### src/rtl/uart_pkg.sv
// Shared definitions for the APB UART transmitter: register map, shifter
// states and accepted character sizes.
package uart_pkg;

    localparam logic [2:0] ADDR_STATUS = 3'd0;
    localparam logic [2:0] ADDR_ERROR  = 3'd1;
    localparam logic [2:0] ADDR_BP_LO  = 3'd2;
    localparam logic [2:0] ADDR_BP_HI  = 3'd3;
    localparam logic [2:0] ADDR_DSIZE  = 3'd4;
    localparam logic [2:0] ADDR_RSVD5  = 3'd5;
    localparam logic [2:0] ADDR_TXDATA = 3'd6;
    localparam logic [2:0] ADDR_RSVD7  = 3'd7;

    localparam logic [3:0] DSIZE_5 = 4'd5;
    localparam logic [3:0] DSIZE_7 = 4'd7;
    localparam logic [3:0] DSIZE_8 = 4'd8;

    localparam logic [13:0] MIN_PERIOD = 14'd2;

    typedef enum logic [1:0] {
        IDLE  = 2'd0,
        START = 2'd1,
        DATA  = 2'd2,
        STOP  = 2'd3
    } tx_state_t;

    function automatic logic is_valid_size(input logic [3:0] size);
        return (size == DSIZE_5) || (size == DSIZE_7) || (size == DSIZE_8);
    endfunction

endpackage

### src/rtl/apb_uart_tx_if.sv
// APB slave bus bundle for the UART transmitter (no wait states, 3-bit address).
interface apb_uart_tx_if;
    logic       psel;
    logic [2:0] paddr;
    logic       penable;
    logic       pwrite;
    logic [7:0] pwdata;
    logic [7:0] prdata;
    logic       pslverr;

    modport master (
        output psel, paddr, penable, pwrite, pwdata,
        input  prdata, pslverr
    );

    modport slave (
        input  psel, paddr, penable, pwrite, pwdata,
        output prdata, pslverr
    );
endinterface

### src/rtl/uart_tx_shifter.sv
// UART frame serialiser: start bit, LSB-first data, stop bit, each lasting
// load_period clocks. Takes a new byte from the holding register via load_ack.
module uart_tx_shifter
    import uart_pkg::*;
(
    input  logic        clk,
    input  logic        rst,
    input  logic        load_req,
    input  logic [7:0]  load_byte,
    input  logic [3:0]  load_size,
    input  logic [13:0] load_period,
    output logic        load_ack,
    output logic        busy,
    output logic        serial_out
);

    tx_state_t   state_r, state_nxt_s;
    logic [13:0] cnt_r, cnt_nxt_s;
    logic [13:0] period_r, period_nxt_s;
    logic [7:0]  shift_r, shift_nxt_s;
    logic [3:0]  size_r, size_nxt_s;
    logic [3:0]  bits_r, bits_nxt_s;
    logic        serial_r, serial_nxt_s;
    logic        load_ack_s;

    // Next-state, counters and line level for the frame sequencer.
    always_comb begin
        state_nxt_s  = state_r;
        cnt_nxt_s    = cnt_r;
        period_nxt_s = period_r;
        shift_nxt_s  = shift_r;
        size_nxt_s   = size_r;
        bits_nxt_s   = bits_r;
        serial_nxt_s = serial_r;
        load_ack_s   = 1'b0;

        case (state_r)
            IDLE: begin
                serial_nxt_s = 1'b1;
                if (load_req) begin
                    load_ack_s   = 1'b1;
                    shift_nxt_s  = load_byte;
                    size_nxt_s   = load_size;
                    period_nxt_s = load_period;
                    cnt_nxt_s    = load_period - 14'd1;
                    serial_nxt_s = 1'b0;
                    state_nxt_s  = START;
                end else begin
                    state_nxt_s  = IDLE;
                end
            end
            START: begin
                if (cnt_r == 14'd0) begin
                    serial_nxt_s = shift_r[0];
                    bits_nxt_s   = size_r - 4'd1;
                    cnt_nxt_s    = period_r - 14'd1;
                    state_nxt_s  = DATA;
                end else begin
                    cnt_nxt_s    = cnt_r - 14'd1;
                end
            end
            DATA: begin
                if (cnt_r == 14'd0) begin
                    cnt_nxt_s = period_r - 14'd1;
                    if (bits_r == 4'd0) begin
                        serial_nxt_s = 1'b1;
                        state_nxt_s  = STOP;
                    end else begin
                        // bits_r counts the bits still to send after the current one
                        serial_nxt_s = shift_r[1];
                        shift_nxt_s  = {1'b0, shift_r[7:1]};
                        bits_nxt_s   = bits_r - 4'd1;
                    end
                end else begin
                    cnt_nxt_s = cnt_r - 14'd1;
                end
            end
            STOP: begin
                if (cnt_r == 14'd0) begin
                    if (load_req) begin
                        load_ack_s   = 1'b1;
                        shift_nxt_s  = load_byte;
                        size_nxt_s   = load_size;
                        period_nxt_s = load_period;
                        cnt_nxt_s    = load_period - 14'd1;
                        serial_nxt_s = 1'b0;
                        state_nxt_s  = START;
                    end else begin
                        serial_nxt_s = 1'b1;
                        state_nxt_s  = IDLE;
                    end
                end else begin
                    cnt_nxt_s = cnt_r - 14'd1;
                end
            end
            default: begin
                serial_nxt_s = 1'b1;
                state_nxt_s  = IDLE;
            end
        endcase
    end

    // Sequencer state register; reset drops any frame in flight and idles the line.
    always_ff @(posedge clk) begin
        if (rst) begin
            state_r  <= IDLE;
            cnt_r    <= 14'd0;
            period_r <= MIN_PERIOD;
            shift_r  <= 8'd0;
            size_r   <= DSIZE_8;
            bits_r   <= 4'd0;
            serial_r <= 1'b1;
        end else begin
            state_r  <= state_nxt_s;
            cnt_r    <= cnt_nxt_s;
            period_r <= period_nxt_s;
            shift_r  <= shift_nxt_s;
            size_r   <= size_nxt_s;
            bits_r   <= bits_nxt_s;
            serial_r <= serial_nxt_s;
        end
    end

    assign load_ack   = load_ack_s;
    assign busy       = (state_r != IDLE);
    assign serial_out = serial_r;

endmodule

### src/rtl/apb_uart_tx.sv
// APB-programmable UART transmitter: register decode, configuration,
// one-entry holding register and overrun flag around the frame serialiser.
module apb_uart_tx
    import uart_pkg::*;
#(
    parameter logic [13:0] RST_BIT_PERIOD = 14'd10,
    parameter logic [3:0]  RST_DATA_SIZE  = 4'd8
) (
    input  logic              clk,
    input  logic              rst,
    apb_uart_tx_if.slave      apb,
    output logic              serial_out
);

    logic [13:0] bit_period_r;
    logic [3:0]  data_size_r;
    logic [7:0]  hold_data_r;
    logic        hold_full_r;
    logic        overrun_r;

    logic        access_s;
    logic        wr_s;
    logic        rd_s;
    logic        err_s;
    logic [7:0]  rdata_s;
    logic [13:0] period_eff_s;
    logic        load_ack_s;
    logic        busy_s;

    assign access_s = apb.psel & apb.penable;
    assign wr_s     = access_s & apb.pwrite;
    assign rd_s     = apb.psel & ~apb.pwrite;

    // Periods below two clocks cannot produce a distinct bit time, so clamp.
    assign period_eff_s = (bit_period_r < MIN_PERIOD) ? MIN_PERIOD : bit_period_r;

    // Per-address error decision; tx_data accepts a write if the shifter frees hold this edge.
    always_comb begin
        err_s = 1'b0;
        case (apb.paddr)
            ADDR_STATUS: err_s = apb.pwrite;
            ADDR_ERROR:  err_s = apb.pwrite;
            ADDR_BP_LO:  err_s = 1'b0;
            ADDR_BP_HI:  err_s = 1'b0;
            ADDR_DSIZE:  err_s = apb.pwrite & ~is_valid_size(apb.pwdata[3:0]);
            ADDR_TXDATA: err_s = apb.pwrite ? (hold_full_r & ~load_ack_s) : 1'b1;
            ADDR_RSVD5:  err_s = 1'b1;
            ADDR_RSVD7:  err_s = 1'b1;
            default:     err_s = 1'b1;
        endcase
    end

    // Read mux, zero outside a read.
    always_comb begin
        rdata_s = 8'd0;
        if (rd_s) begin
            case (apb.paddr)
                ADDR_STATUS: rdata_s = {6'd0, hold_full_r, busy_s};
                ADDR_ERROR:  rdata_s = {7'd0, overrun_r};
                ADDR_BP_LO:  rdata_s = bit_period_r[7:0];
                ADDR_BP_HI:  rdata_s = {2'd0, bit_period_r[13:8]};
                ADDR_DSIZE:  rdata_s = {4'd0, data_size_r};
                default:     rdata_s = 8'd0;
            endcase
        end else begin
            rdata_s = 8'd0;
        end
    end

    assign apb.prdata  = rdata_s;
    assign apb.pslverr = access_s & err_s;

    // Configuration registers, updated only by error-free writes.
    always_ff @(posedge clk) begin
        if (rst) begin
            bit_period_r <= RST_BIT_PERIOD;
            data_size_r  <= RST_DATA_SIZE;
        end else if (wr_s && !err_s) begin
            case (apb.paddr)
                ADDR_BP_LO: bit_period_r[7:0]  <= apb.pwdata;
                ADDR_BP_HI: bit_period_r[13:8] <= apb.pwdata[5:0];
                ADDR_DSIZE: data_size_r        <= apb.pwdata[3:0];
                default:    bit_period_r       <= bit_period_r;
            endcase
        end
    end

    // Holding register and sticky overrun; a new write wins over the shifter's take.
    always_ff @(posedge clk) begin
        if (rst) begin
            hold_full_r <= 1'b0;
            hold_data_r <= 8'd0;
            overrun_r   <= 1'b0;
        end else begin
            if (wr_s && (apb.paddr == ADDR_TXDATA) && !err_s) begin
                hold_full_r <= 1'b1;
                hold_data_r <= apb.pwdata;
            end else if (load_ack_s) begin
                hold_full_r <= 1'b0;
            end

            if (wr_s && (apb.paddr == ADDR_TXDATA) && err_s) begin
                overrun_r <= 1'b1;
            end else if (access_s && !apb.pwrite && (apb.paddr == ADDR_ERROR)) begin
                overrun_r <= 1'b0;
            end
        end
    end

    uart_tx_shifter u_shifter (
        .clk         (clk),
        .rst         (rst),
        .load_req    (hold_full_r),
        .load_byte   (hold_data_r),
        .load_size   (data_size_r),
        .load_period (period_eff_s),
        .load_ack    (load_ack_s),
        .busy        (busy_s),
        .serial_out  (serial_out)
    );

endmodule

### src/flat_wrapper.sv
// flat-port wrapper written by rule: the top's interface ports become plain ports
module apb_uart_tx_flat import uart_pkg::*;
#(
    parameter logic [13:0] RST_BIT_PERIOD = 14'd10,
    parameter logic [3:0]  RST_DATA_SIZE  = 4'd8
)
  (clk, rst, serial_out, apb_psel, apb_paddr, apb_penable, apb_pwrite, apb_pwdata, apb_prdata, apb_pslverr);
  apb_uart_tx_if apb_i ();
  input  logic clk;
  input  logic rst;
  output logic serial_out;
  input wire logic [$bits(apb_i.psel)-1:0] apb_psel;
  input wire logic [$bits(apb_i.paddr)-1:0] apb_paddr;
  input wire logic [$bits(apb_i.penable)-1:0] apb_penable;
  input wire logic [$bits(apb_i.pwrite)-1:0] apb_pwrite;
  input wire logic [$bits(apb_i.pwdata)-1:0] apb_pwdata;
  output wire logic [$bits(apb_i.prdata)-1:0] apb_prdata;
  output wire logic [$bits(apb_i.pslverr)-1:0] apb_pslverr;
  assign apb_i.psel = apb_psel;
  assign apb_i.paddr = apb_paddr;
  assign apb_i.penable = apb_penable;
  assign apb_i.pwrite = apb_pwrite;
  assign apb_i.pwdata = apb_pwdata;
  assign apb_prdata = apb_i.prdata;
  assign apb_pslverr = apb_i.pslverr;
  apb_uart_tx #(.RST_BIT_PERIOD(RST_BIT_PERIOD), .RST_DATA_SIZE(RST_DATA_SIZE)) u_core (.clk(clk), .rst(rst), .apb(apb_i), .serial_out(serial_out));
endmodule
### config.mk
export PLATFORM = sky130hd
export DESIGN_NAME = apb_uart_tx_flat
export DESIGN_NICKNAME = d
export VERILOG_FILES = /design/src/rtl/uart_pkg.sv /design/src/rtl/apb_uart_tx_if.sv /design/src/rtl/uart_tx_shifter.sv /design/src/rtl/apb_uart_tx.sv /design/src/flat_wrapper.sv
export SDC_FILE = /design/constraint.sdc
export NUM_CORES = 1
export LEC_CHECK = 0
export CAP_MARGIN = 10
export CORE_MARGIN = 2
export CORE_UTILIZATION = 55
export DETAILED_ROUTE_END_ITERATION = 10
export PLACE_DENSITY = 0.74
export SYNTH_ARGS = -nofsm -noshare
export SYNTH_HDL_FRONTEND = slang
export SYNTH_SLANG_ARGS = --single-unit
### constraint.sdc
create_clock -name clk -period 9.38 [get_ports clk]
set_clock_uncertainty 0.2 [all_clocks]
set_input_delay 1.407 -clock clk [delete_from_list [all_inputs] [get_ports clk]]
set_output_delay 1.407 -clock clk [all_outputs]
set_load 0.05 [all_outputs]
==> results of run 1 <==
cell families after synthesis:
kind of cell               after synthesis
muxes                                   43
xor gates and xnor gates                23
buffers and inverters                   51
DFF                                     75
adders and majority gates               10
AOI/OAI and AO/OA                      135
and+or+nand+nor                        256
final cells by class:
cell class | count | area [sq um] | share of cell area
Sequential cell | 75 | 1500 | 0.292
Timing Repair Buffer | 29 | 280 | 0.0545
Tap cell | 105 | 131 | 0.0255
Inverter | 17 | 63.8 | 0.0124
Clock inverter | 5 | 104 | 0.0202
Multi-Input combinational cell | 467 | 2940 | 0.571
Clock buffer | 9 | 124 | 0.0241
stage by stage:
stage / util / total power, mW / setup WS [ps] / std cells / hold slack (ps)
after CTS: 0.625 / 0.684 / 3980 / 706 / 264
after global routing: 0.626 / 0.704 / 3690 / 707 / 283
final: 0.626 / 0.681 / 3960 / 707 / 260
after detailed placement: 0.598 / 0.395 / 3990 / 692 / 248
after floorplan: - / 0.376 / 4490 / 593 / 232
after global placement: 0.598 / 0.394 / 4020 / 692 / 241
state kept, by name, indices dropped and copies added (netlist names):
signal,cells
u_core.bit_period_r,14
u_core.u_shifter.cnt_r,14
u_core.u_shifter.period_r,14
u_core.hold_data_r,8
u_core.u_shifter.shift_r,8
u_core.data_size_r,4
u_core.u_shifter.bits_r,4
u_core.u_shifter.size_r,4
u_core.u_shifter.state_r,2
u_core.hold_full_r,1
u_core.overrun_r,1
u_core.u_shifter.serial_out,1
cells in the final DEF (no fill, tap or decap), types with 6 or more instances in the layout:
cell type        instances
mux2i_1                 34
o21ai_1                  7
a31oi_1                  6
or4_1                    6
nor3_1                  17
nand2_1                107
xor2_1                  14
or3_1                    6
clkbuf_8                 9
xnor2_1                  9
inv_1                   16
o21ai_0                 22
nor2b_1                  6
a21oi_1                 41
dfxtp_1                 75
nand3_1                 16
nor2_1                  53
mux2_2                   7
nor4_1                   6
o22ai_1                 11
ha_1                    10
clkdlybuf4s50_1         25
layer usage:
layer  up-vias  share of wire
met3        32          0.069
met2       172           0.44
met4         0          0.034
met5         -              0
li1       2134              -
met1      2062           0.46
Yosys cell counts, types with 7 or more instances:
library cell	count
nor2_1	53
ha_1	10
mux2i_1	34
nand3_1	16
xor2_1	14
dfxtp_1	75
o22ai_1	11
a21oi_1	41
clkbuf_1	21
nand2_1	107
inv_1	16
o21ai_1	7
o21ai_0	22
mux2_2	7
xnor2_1	9
nor3_1	17
worst paths after layout:
check                                       startpoint  cells past startpoint                         end
worst max-delay path                      apb_paddr[1]                      7               apb_prdata[3]
worst min-delay path             u_core.hold_data_r[0]                      2       u_core.hold_data_r[0]
worst max register to register  u_core.bit_period_r[2]                     10  u_core.u_shifter.cnt_r[12]
worst min register to register   u_core.hold_data_r[0]                      2       u_core.hold_data_r[0]
worst register-to-register path: stages, from the launching register on:
cell	delay, ps
dfxtp_1	440
or3_1	500
or4_4	520
o21a_1	250
inv_2	70
ha_1	180
nor4b_2	450
nand4_1	200
xor2_1	300
a211oi_1	120
a211o_1	280
power breakdown:
group | leakage (nW) | internal, mW | total, mW | switching (mW)
combinational | 1.20 | 0.0242 | 0.0634 | 0.0392
sequential | 0.605 | 0.321 | 0.326 | 0.00470
clock | 0.115 | 0.174 | 0.292 | 0.118
total | 1.92 | 0.519 | 0.681 | 0.162
==> reports/results.txt, run 1 <==
status -> complete, no violations
via count -> 4400
GRT overflow -> 0
sequential area share after synthesis -> 0.321
delay-heaviest family, CP -> buffers and inverters
xor and xnor area share after synthesis -> 0.0431
worst-margin pin slew -> 984 ps
Iter 0 DRT Violations -> 298
f_max -> 184 MHz
Top-Level Pins -> 26
GRT Total Usage -> 0.276
largest family of logic cells by synthesized area -> simple AND/OR/NAND/NOR gates
CTS sink cnt -> 75
routing usage on met1 -> 0.384
Compound-Gate Fraction of Synth Area -> 0.188
Max transition margin -> 0.338
placed wire-length estimate -> 8550 um
CP required -> 7770 ps
Filler cells -> 713
Chip Width -> 96.2 um
RSZ-0062 raised after global routing -> false
mux cell area share after synthesis -> 0.0945
Rows -> 33
Slew Limit Fails -> 0
fin crit share -> 0.578
Vias/cell -> 6.22
startpoint class of the critical path -> input port
CP Cell Sequence -> clkdlybuf4s50_1 -> nor2b_1 -> a22oi_1 -> nor2_1 -> a31oi_1 -> nor2_1 -> clkdlybuf4s50_1
LEAKAGE -> 1.92 nW
minimum clock period -> 5420 ps
asr flop ratio synth -> 0
Slowest-stage cell, CP -> clkdlybuf4s50_1
syn_nets -> 619
Top Usage Layer GRT -> met2
nets -> 625
core area -> 8220 sq um
worst-skew pair later-pin latency -> 350 ps
CTS tree -> yes
Worst R2R Setup Slack -> 5760 ps
drt wl/cell -> 16.8 um
Synth area leader -> dfxtp_1
Crit Path Class -> in -> out
CTS Buf Count -> 9
Max-cap violations -> 0
first-pass GRT wire length -> 19900 um
Pwr Density -> 132 nW/um^2
Post-CTS Resized -> 0
# setup viols final -> 0
initial antenna violation count -> 0
Hold Vio Cnt, Final -> 0
share of cells above drive strength 1 -> 0.0714
Finished Cell Area -> 5140 sq um
met3 usage -> 0.0501
Hold WC Path Type -> reg -> reg
DRC -> 0
Synth Area in Simple Gates -> 0.277
mapped cell area -> 4670 sq um
largest net degree at the start of global routing -> 49
Hold-fix buffers, CTS -> 0
#FFs+latches synth -> 75
H-tree level count -> 3
Adder-Cell Fraction of Synth Area -> 0.0268
YS warnings -> 0
most common flop cell mapped by yosys -> dfxtp_1
worst-path fanout max -> 9
PortBufs -> 25
Area contributors post-synth -> dfxtp_1, nand2_1, mux2i_1
WL final -> 11900 um
Final ANT Viol Nets -> 0
grt met2 use -> 0.413
Post-Synthesis Cells -> 593
area share of the largest cell type after synthesis -> 0.321
Peak supply drop -> 67.9 uV
# diodes -> 0
initial core utilization -> 0.569
Setup TNS -> 0 ps
Die Ht -> 96.2 um
Critical Path AT -> 3820 ps
clock tree buffer depth -> 2
Post-DP Area -> 4910 sq um
Mapped Avg Cell Area -> 7.88 sq um
worst path buffer plus inverter count -> 2
Yosys cell types -> 70
Placer Congestion -> 0.928
Layout area overhead -> 10.1%
vias in the first global route -> 4007
EDFF count, synth -> 0
max incr delay on CP -> 810 ps
post-CTS setup buffers -> 0
die area -> 9250 sq um
CP Capture Type -> primary output
register clock-pin slew on the reported worst setup and hold paths -> 80 ps
drt pass-1 iters -> 6
CTS root buf -> clkbuf_8
Note: power is estimated with default switching activity, not from simulation.
==> run 2, diff against run 1 <==
PLACE_DENSITY = 0.77   (was 0.74)
clock period = 4.9 ns   (was 9.38 ns; I/O delays follow)
==> run 2 against run 1 <==
- combinational power grew 92%
- routed wire length grew 1.7%
- clock power grew 65%
- first-iteration DRC count grew 10%
==> reports/results.txt, run 2 (synthesis results as in run 1) <==
CP Capture Type -> primary output
post-CTS setup buffers -> 0 (unchanged)
Sw Ratio -> 0.267 (+0.0294)
Comb pwr share -> 0.099 (+0.006)
HP Start -> u_core.hold_data_r[1]
GRT overflow -> 0 (unchanged)
Setup TNS -> 0 ps (unchanged)
Final ANT Viol Nets -> 0 (unchanged)
Hold WC Path Type -> reg -> reg
Slew Limit Fails -> 0 (unchanged)
WL final -> 12100 um (+1.7%)
Pwr Density -> 240 nW/um^2 (+81%)
Hold WS -> 262 ps (+1.76 ps)
Die Ht -> 96.2 um (unchanged)
worst-skew pair later-pin latency -> 350 ps (about the same)
worst flop-to-flop path startpoint -> u_core.bit_period_r[5]
worst hold path stage count -> 2 (unchanged)
routing usage on met1 -> 0.374 (-0.0108)
f_max -> 239 MHz
Max-cap violations -> 0 (unchanged)
CTS tree -> yes
fin crit share -> 0.852
first-pass GRT wire length -> 19400 um (-2.4%)
total power -> 1.23 mW (+80%)
CTS root buf -> clkbuf_8
startpoint class of the critical path -> flop
via count -> 4472 (+1.6%)
Iter 0 DRT Violations -> 329 (+10%)
LEAKAGE -> 1.90 nW (-1.0%)
die area -> 9250 sq um (unchanged)
Int Pwr -> 0.900 mW (+73%)
worst-path fanout max -> 7 (-2)
vias in the first global route -> 3836 (-4.3%)
most frequent cells in the layout -> nand2_1, dfxtp_1, nor2_1, a21oi_1, mux2i_1
CP required -> 3960 ps (-3810 ps)
minimum clock period -> 4180 ps
Layout area overhead -> 9.56%
met3 usage -> 0.0399 (-0.0102)
DRC -> 0 (unchanged)
Reg power frac -> 0.508 (+0.030)
H-tree level count -> 3 (unchanged)
Top-Level Pins -> 26 (unchanged)
largest net degree at the start of global routing -> 43 (-12%)
initial core utilization -> 0.569 (unchanged)
drt pass-1 iters -> 5 (-1)
Rows -> 33 (unchanged)
share of cells above drive strength 1 -> 0.0727 (+0.00130)
CTS sink cnt -> 75 (unchanged)
grt met2 use -> 0.397 (-0.0162)
core area -> 8220 sq um (unchanged)
Hold Vio Cnt, Final -> 0 (unchanged)
initial antenna violation count -> 0 (unchanged)
worst-margin pin slew -> 954 ps (-30.0 ps)
RSZ-0062 raised after global routing -> false
status -> complete, no violations
nets -> 626 (+0.16%)
Placer Congestion -> 0.946 (+2.0%)
drt wl/cell -> 17.1 um (+1.3%)
Post-CTS Resized -> 0 (unchanged)
reg2reg end -> u_core.u_shifter.cnt_r[12]
PortBufs -> 25 (unchanged)
Vias/cell -> 6.30 (+1.2%)
clock share of power -> 0.392 (-0.037)
clock tree buffer depth -> 2 (unchanged)
Worst R2R Setup Slack -> 1440 ps (-4320 ps)
# diodes -> 0 (unchanged)
most common cell after layout, fill and taps aside -> nand2_1
Critical Path AT -> 3240 ps (-580 ps)
GRT Total Usage -> 0.269 (-0.00711)
placed wire-length estimate -> 8770 um (+2.6%)
R2R cell count -> 10 (unchanged)
Max transition margin -> 0.358 (+0.0202)
register clock-pin slew on the reported worst setup and hold paths -> 80 ps (about the same)
Peak supply drop -> 152 uV (+120%)
Chip Width -> 96.2 um (unchanged)
Hold EP -> u_core.hold_data_r[1]
# setup viols final -> 0 (unchanged)
biggest regs -> u_core.bit_period_r: 14 flops, u_core.u_shifter.cnt_r: 14 flops, u_core.u_shifter.period_r: 14 flops
Top Usage Layer GRT -> met2
CTS Buf Count -> 9 (unchanged)
Hold-fix buffers, CTS -> 0 (unchanged)
Crit Path Class -> reg -> out
net switching power -> 0.328 mW (+100%)
-- run 2: cell count changes in the layout (fill, tap and decap cells not counted), sizes merged --
cell / delta
clkinv: -1
bufinv: -2
clkinvlp: +2
buf: +1
inv: +1
clkbuf: +2
-- run 2: how the worst max path moves through the flow --
stage / start / to / slack, ps / depth (start not counted)
2_1_floorplan: apb_paddr[1] / apb_prdata[0] / 1360 / 5
3_3_place_gp: apb_paddr[1] / apb_prdata[3] / 890 / 7
3_5_place_dp: apb_paddr[1] / apb_prdata[3] / 780 / 7
4_1_cts: u_core.u_shifter.cnt_r[0] / apb_pslverr / 760 / 8
5_1_grt: apb_paddr[2] / apb_prdata[3] / 540 / 7
6_report: u_core.u_shifter.cnt_r[0] / apb_pslverr / 720 / 8
-- run 2: final cells by class --
class | count | area (sq um)
Fill cell | 734 | 3100
Multi-Input combinational cell | 467 | 2940
Sequential cell | 75 | 1500
Timing Repair Buffer | 30 | 288
Clock buffer | 11 | 131
Tap cell | 105 | 131
Inverter | 17 | 63.8
Clock inverter | 5 | 62.6
-- run 2: layer usage --
layer,routed length [um],vias up
met5,0,-
li1,-,2144
met1,5470,2099
met2,5430,196
met3,771,33
met4,438,0
-- run 2: critical path: stages, from the launching register on --
cell             delay (ps)
dfxtp_1                 500
inv_1                   110
ha_1                    220
nor4b_2                 190
and4_1                  280
o21ai_1                 390
a21oi_1                 170
a31oi_1                 200
clkdlybuf4s50_1         820
-- run 2: power by group through the flow --
| stage | Clock [mW] | Sequential [mW] | Combinational [mW] |
|---|---|---|---|
| finish | 0.482 | 0.624 | 0.122 |
| global route | 0.515 | 0.625 | 0.133 |
| CTS | 0.485 | 0.624 | 0.120 |
| detailed placement | 0 | 0.638 | 0.120 |
| global placement | 0 | 0.638 | 0.117 |
| floorplan | 0 | 0.635 | 0.0850 |
-- run 2: per-stage QoR --
step	std cells	util	cell area, sq um	setup slack [ps]
after floorplan	593	-	4670	1360
after global routing	710	0.623	5120	540
final	710	0.623	5120	724
after detailed placement	693	0.598	4920	778
after global placement	693	0.598	4920	889
after CTS	709	0.622	5110	762
